**src/rtl/mul16_if.sv**
```systemverilog
// Command/result handshake bundle for the sequential 16x16 multiplier.
// The master issues commands and accepts products; the slave is the multiplier.
interface mul16_if;
    logic        start_valid;
    logic        start_ready;
    logic [15:0] a;
    logic [15:0] b;
    logic        done_valid;
    logic        done_ready;
    logic [15:0] product;
    logic        busy;

    modport master (
        output start_valid, a, b, done_ready,
        input  start_ready, done_valid, product, busy
    );

    modport slave (
        input  start_valid, a, b, done_ready,
        output start_ready, done_valid, product, busy
    );
endinterface

```
**src/rtl/mul16_seq.sv**
```systemverilog
// Multi-cycle shift-add multiplier: one 16-bit adder reused over up to 16 iterations,
// returning the low 16 bits of a*b through valid/ready handshakes.
module mul16_seq #(
    parameter bit EARLY_EXIT = 1'b0
) (
    input  logic   clk,
    input  logic   rst_n,
    mul16_if.slave bus
);

    typedef enum logic [1:0] {IDLE, RUN, DONE} state_t;

    state_t      state_q, state_d;
    logic [15:0] mcand_q, mcand_d;
    logic [15:0] mplier_q, mplier_d;
    logic [15:0] acc_q, acc_d;
    logic [3:0]  cnt_q, cnt_d;
    logic [15:0] add_sum;
    logic        last_iter;

    // Shared adder; the carry out of bit 15 is dropped, giving a*b mod 2^16.
    assign add_sum   = acc_q + mcand_q;
    assign last_iter = (cnt_q == 4'd15) || (EARLY_EXIT && (mplier_q[15:1] == 15'd0));

    always_comb begin
        state_d  = state_q;
        mcand_d  = mcand_q;
        mplier_d = mplier_q;
        acc_d    = acc_q;
        cnt_d    = cnt_q;
        case (state_q)
            IDLE: begin
                if (bus.start_valid) begin
                    mcand_d  = bus.a;
                    mplier_d = bus.b;
                    acc_d    = 16'd0;
                    cnt_d    = 4'd0;
                    state_d  = RUN;
                end
            end
            RUN: begin
                if (mplier_q[0]) acc_d = add_sum;
                mcand_d  = {mcand_q[14:0], 1'b0};
                mplier_d = {1'b0, mplier_q[15:1]};
                cnt_d    = cnt_q + 4'd1;
                if (last_iter) state_d = DONE;
            end
            DONE: begin
                if (bus.done_ready) state_d = IDLE;
            end
            default: state_d = IDLE;
        endcase
    end

    always_ff @(posedge clk or negedge rst_n) begin
        if (!rst_n) begin
            state_q  <= IDLE;
            mcand_q  <= 16'd0;
            mplier_q <= 16'd0;
            acc_q    <= 16'd0;
            cnt_q    <= 4'd0;
        end else begin
            state_q  <= state_d;
            mcand_q  <= mcand_d;
            mplier_q <= mplier_d;
            acc_q    <= acc_d;
            cnt_q    <= cnt_d;
        end
    end

    assign bus.start_ready = (state_q == IDLE);
    assign bus.done_valid  = (state_q == DONE);
    assign bus.busy        = (state_q == RUN) || (state_q == DONE);
    assign bus.product     = acc_q;

endmodule

```
**src/flat_wrapper.sv**
```systemverilog
// flat-port wrapper written by rule: the top's interface ports become plain ports
module mul16_seq_flat 
#(
    parameter bit EARLY_EXIT = 1'b0
)
  (clk, rst_n, bus_start_valid, bus_a, bus_b, bus_done_ready, bus_start_ready, bus_done_valid, bus_product, bus_busy);
  mul16_if bus_i ();
  input  logic clk;
  input  logic rst_n;
  input wire logic [$bits(bus_i.start_valid)-1:0] bus_start_valid;
  input wire logic [$bits(bus_i.a)-1:0] bus_a;
  input wire logic [$bits(bus_i.b)-1:0] bus_b;
  input wire logic [$bits(bus_i.done_ready)-1:0] bus_done_ready;
  output wire logic [$bits(bus_i.start_ready)-1:0] bus_start_ready;
  output wire logic [$bits(bus_i.done_valid)-1:0] bus_done_valid;
  output wire logic [$bits(bus_i.product)-1:0] bus_product;
  output wire logic [$bits(bus_i.busy)-1:0] bus_busy;
  assign bus_i.start_valid = bus_start_valid;
  assign bus_i.a = bus_a;
  assign bus_i.b = bus_b;
  assign bus_i.done_ready = bus_done_ready;
  assign bus_start_ready = bus_i.start_ready;
  assign bus_done_valid = bus_i.done_valid;
  assign bus_product = bus_i.product;
  assign bus_busy = bus_i.busy;
  mul16_seq #(.EARLY_EXIT(EARLY_EXIT)) u_core (.clk(clk), .rst_n(rst_n), .bus(bus_i));
endmodule
```
**config.mk**
```make
export PLATFORM = sky130hd
export DESIGN_NAME = mul16_seq_flat
export DESIGN_NICKNAME = d
export VERILOG_FILES = /design/src/rtl/mul16_if.sv /design/src/rtl/mul16_seq.sv /design/src/flat_wrapper.sv
export SDC_FILE = /design/constraint.sdc
export NUM_CORES = 1
export LEC_CHECK = 0
export ABC_AREA = 1
export CORE_AREA = 5 5 89 91
export DETAILED_ROUTE_END_ITERATION = 6
export DIE_AREA = 0 0 94 96
export PLACE_DENSITY = 0.86
export SYNTH_ARGS = -nofsm -noshare
export SYNTH_HDL_FRONTEND = slang
export SYNTH_SLANG_ARGS = --single-unit
```
**constraint.sdc**
```tcl
create_clock -name clk -period 1.9 [get_ports clk]
set_clock_uncertainty 0.15 [all_clocks]
set_input_delay 0.57 -clock clk [delete_from_list [all_inputs] [get_ports clk]]
set_output_delay 0.57 -clock clk [all_outputs]
set_load 0.005 [all_outputs]
```
Yosys cells after proc, flatten, opt, wreduce, memory -nomap -nowiden:

Cells that the tools add are included.

* add/subtract/negate cells: 2
* equality and inequality tests: 7
* muxes and demuxes: 13
* reduce and logical (&&, ||, !) cells: 6

Operator list (number)
* $pmux 16 s2: 3
* $mux 16: 4
* $add 16x16->16: 1
* $pmux 4 s2: 1
* $mux 2: 3
* $pmux 2 s3: 1
* $reduce_and 3->1: 2
* $add 4x1->4 const B: 1
* $eq 4x4->1 const B: 1
* $mux 4: 1
* $ne 2x1->1 const B: 2
* $ne 2x2->1 const B: 2
* $eq 2x1->1 const B: 1
* $eq 2x2->1 const B: 1
* $logic_not 2->1: 1
* $reduce_and 2->1: 1
* $reduce_bool 2->1: 1
* $logic_or 1x1->1: 1

* bits in registers: 54
* bits of input ports: 36
* word-level logic and storage cells: 33

Longest topological paths before layout:

Gate-level depths: netlist (run 1).

* word-level depth: 3
* depth in mapped cells: 11

Worst setup path after synthesis (run 1):

No wires, ideal clock.

* path type: register to register
* start: reg u_core.state_q[0]
* end: reg u_core.cnt_q[2]
* setup time: 0.119 ns
* data arrival time: 1.539 ns
* path slack: 0.092 ns
* stages on the path, launching flop included: 11
* path buffers: 2
* cells stage by stage: dfrtp_1 inv_1 ha_1 inv_2 or2_4 o21ai_2 inv_2 buf_6 buf_6 a21oi_2 nor2_1

* word-level cells in the longest chain between the ends: 3
* elaborated cells on any way between the ends: 6
* classes of those cells: 2 x eq/ne; 1 x mux; 3 x reduce/logical

RTL lines
* start, declared: line mul16_seq.sv:13 `state_t state_q, state_d;`
* start signal, assigned: line mul16_seq.sv:63 `state_q <= state_d;`
* $logic_not 2->1 (*)
* via bus_start_ready: line flat_wrapper.sv:14 `output wire logic [$bits(bus_i.start_ready)-1:0] bus_start_ready;`
* $ne 2x2->1 (no source line) / $reduce_bool 2->1 (equally long branches)
* $reduce_and 2->1 (no source line)
* end signal, assigned: line mul16_seq.sv:67 `cnt_q <= cnt_d;`
* end, declared: line mul16_seq.sv:17 `logic [3:0] cnt_q, cnt_d;`

Mark *: on every way through the listed nets, which the timed path passes. The rest lies on a longest branch.
A chain may end at the register's enable or synchronous reset.

Worst setup path in the final report (run 1):

* start: reg u_core.acc_q[0], in the netlist u_core.bus.product[0]
* end: reg u_core.acc_q[12], in the netlist u_core.bus.product[12]

* word-level cells in the longest chain between the ends: 3

RTL lines
* start, declared: line mul16_seq.sv:16 `logic [15:0] acc_q, acc_d;`
* start signal, assigned: line mul16_seq.sv:60 `acc_q <= 16'd0;`
* start signal, assigned: line mul16_seq.sv:66 `acc_q <= acc_d;`
* $add 16x16->16: line mul16_seq.sv:22 `assign add_sum = acc_q + mcand_q;`
* $mux 16: line mul16_seq.sv:42 `if (mplier_q[0]) acc_d = add_sum;`
* $pmux 16 s2: line mul16_seq.sv:31 `case (state_q)`

Every way passes these cells. The select of a mux whose other input is x is not followed.

==> impl_metrics.ini, run 1 <==
[run_status]
status = finished, violations left
violations = setup timing

[synth]
synth_nets = 508
synth-simple-area-share = 0.302
synthMuxAreaShare = 0
netlist_area_um2 = 3310
synth_top_area_cell = dfrtp_1
synth_xor_area_frac = 0.00529
synth-seq-cells = 54
ys_warn_count = 0
synth_top_family_by_area = simple AND/OR/NAND/NOR gates
synth_top_area_share = 0.408
synth_compound_gate_area_share = 0.115
syn_inst = 452
synthAdderAreaFrac = 0.0778
synth_cell_types = 30
yosysSeqAreaShare = 0.408
avgSynthCellArea_um2 = 7.33
ys_top_cells_by_area = dfrtp_1 41%, nand2_1 19%, ha_1 7.2%

[finish]
drive_above_1_share = 0.206
layout_common_cells = 160 x nand2_1, 54 x dfrtp_1, 44 x inv_1
fin_cells = 639
diodes = 0
area_growth_pct = 39.4
fin_nets = 596
fin_util = 0.654
final_common_cell = nand2_1
nFillCells = 563

[power]
finalPower_uw = 8280
vdd_drop_max_mv = 1.14
power_density_nw_per_um2 = 1790
p_leak_uw = 0.00237

[timing]
relSlewSlack = 0.786
tightest_slew_ps = 318
finalSetupViolCount = 1
slew_viol_final = 0
fin_crit_sh = 1.01
fmax_mhz = 523
fin_ws_ps = -13.1
setup_tns_ps = -13.1
period_minus_slack_ps = 1910
grt_setup_unrepaired = true
finalHoldViolCount = 0

[clocking]
cts.sinks = 54
cts_buffers = 5
ctsHoldBuffers = 0
clockRootBuffer = clkbuf_8
clkTransAtPathRegs_ps = 100
clock_latency_ps = 310
ctsLongestPathBuffers = 2
htreeDepth = 2
cts_tree = built

[floorplanning]
core-area_um2 = 7060
fp.dieArea_um2 = 9020
die_width_um = 94
io_pins = 55
die_y_um = 96
initial_utilization = 0.469
num_rows = 31

[worst_setup_path]
cp_common_cell = nand3_2
end_kind = flop
start_kind = flop
critPathMaxFanout = 4
path_delay_family = simple AND/OR/NAND/NOR gates
path_class = reg -> reg
crit_chain = ha_2 -> inv_1 -> fa_2 -> inv_2 -> nand3_2 -> nand3_2 -> nand3_2 -> nand3_1 -> nand2_1 -> nand3_2 -> nand2_1
cp_slowest_cell = dfrtp_1
crit_buf_inv = 2
required_ps = 1960
slowest_delay_ps = 380
critPathArrivalTime_ps = 1970

[placement]
dp_cells = 613
portBuffers = 54
dp_hpwl_um = 6010
gp_congestion = 0.854
preCtsSetupSlack_ps = -203

[global_route]
gr-total-overflow = 0
antenna_found_initial = 0
grt_pass1_wl_um = 14300
grt_start_max_net_pins = 55
grt_util_all_layers = 0.195
grt_pass1_vias = 3311

[routing]
dr.pass1.iters = 6
wl_um = 9170
wl_per_cell_um = 14.4
drt_iter0_drc = 243
vias_per_cell = 5.30
ant_nets = 0
vias = 3389
drcViolationCount = 0

[hold_path]
hp-class = in -> async

[run]
cap_violations = 0
-- sequential cells by signal, indices dropped and copies added (netlist names) --
name and cells:
u_core.bus.product 16, u_core.mcand_q 16, u_core.mplier_q 16, u_core.cnt_q 4
u_core.state_q 2
-- path summary, 6_finish.rpt --
check	from	endpoint	slack, ps	depth (start not counted)
max in group asynchronous	rst_n	u_core.mcand_q[5]	1280	2
hold / removal	rst_n	u_core.mplier_q[6]	90	2
setup reg to reg	u_core.bus.product[0]	u_core.bus.product[12]	-10	11
min in group clk	u_core.mplier_q[15]	u_core.mplier_q[15]	380	1
setup / recovery	u_core.bus.product[0]	u_core.bus.product[12]	-10	11
hold reg to reg	u_core.mplier_q[15]	u_core.mplier_q[15]	380	1
-- through the flow --
| stage | hold WS, ps | area (um2) |
|---|---|---|
| global route | 105 | 4620 |
| CTS | 93.7 | 4330 |
| global placement | 342 | 4080 |
| finish | 85.6 | 4620 |
| detailed placement | 347 | 4080 |
| floorplan | 124 | 3310 |
-- kinds of logic (layout without fill, tap and decap cells) --
family,count (synthesis),in the layout
XOR/XNOR,2,2
AO/OA/AOI/OAI,61,61
buffers and inverters,65,153
AND/OR/NAND/NOR,250,250
flip-flops,54,54
adder cells (fa/ha/maj),20,20
-- power by group --
group	internal [uW]	leakage, uW	switching (uW)
sequential	1670	0.000656	402
clock	422	0.0000573	387
combinational	2370	0.00166	3030
-- layout make-up --
| cell class | instances | area (um2) | area share |
|---|---|---|---|
| clock inverters | 1 | 30.0 | 0.00650 |
| flip-flops and latches | 54 | 1350 | 0.293 |
| repair buffers | 97 | 931 | 0.202 |
| inverters | 49 | 189 | 0.0409 |
| multi-input cells | 333 | 1910 | 0.414 |
| clock buffers | 6 | 82.6 | 0.0179 |
| well taps | 99 | 124 | 0.0268 |
-- Yosys cell counts --
cell and number:
or2_4 1, nor4_1 1, nand4_1 1, o21ai_2 4, o211ai_2 1, buf_2 2, clkbuf_1 5, nor3_1 4
dfrtp_1 54, o21ai_0 9, nand3b_1 3, nor2_1 44, ha_1 19, inv_2 2, buf_6 8, o211ai_1 1
a21oi_2 1, o21ai_1 1, buf_1 1, a31oi_1 29, xor2_1 2, inv_1 47, a21oi_1 12, fa_1 1
and2_1 1, a22o_1 2, o31ai_1 1, or2_2 2, nand2_1 171, nand3_1 22
-- timing repair --
| action | 4_1_cts | 5_1_grt |
|---|---|---|
| pin swaps | 0 | 6 |
| gates resized for setup | 32 | 60 |
| buffers inserted | 15 | 3 |
| hold endpoints to repair | 0 | 0 |
| setup endpoints to repair | 35 | 55 |
| cloned | 0 | 1 |
-- routing by layer --
layer	up-vias	wire, um	global-route usage	share of wire
li1	1625	-	-	-
met1	1538	3600	0.227	0.39
met2	181	4570	0.355	0.50
met3	45	642	0.0360	0.070
met4	0	367	0.0770	0.040
met5	-	0	0	0
Note: power is estimated with default switching activity, not from simulation.
==> inputs of run 2 (changes only) <==
--- a/config.mk
+++ b/config.mk
@@ -9,6 +9,7 @@
 export CORE_AREA = 5 5 89 91
 export DETAILED_ROUTE_END_ITERATION = 6
 export DIE_AREA = 0 0 94 96
+export GPL_ROUTABILITY_DRIVEN = 1
 export PLACE_DENSITY = 0.86
 export SYNTH_ARGS = -nofsm -noshare
 export SYNTH_HDL_FRONTEND = slang
==> results of run 2 <==
The final DEF is identical to that of run 1; final timing and power are the same.
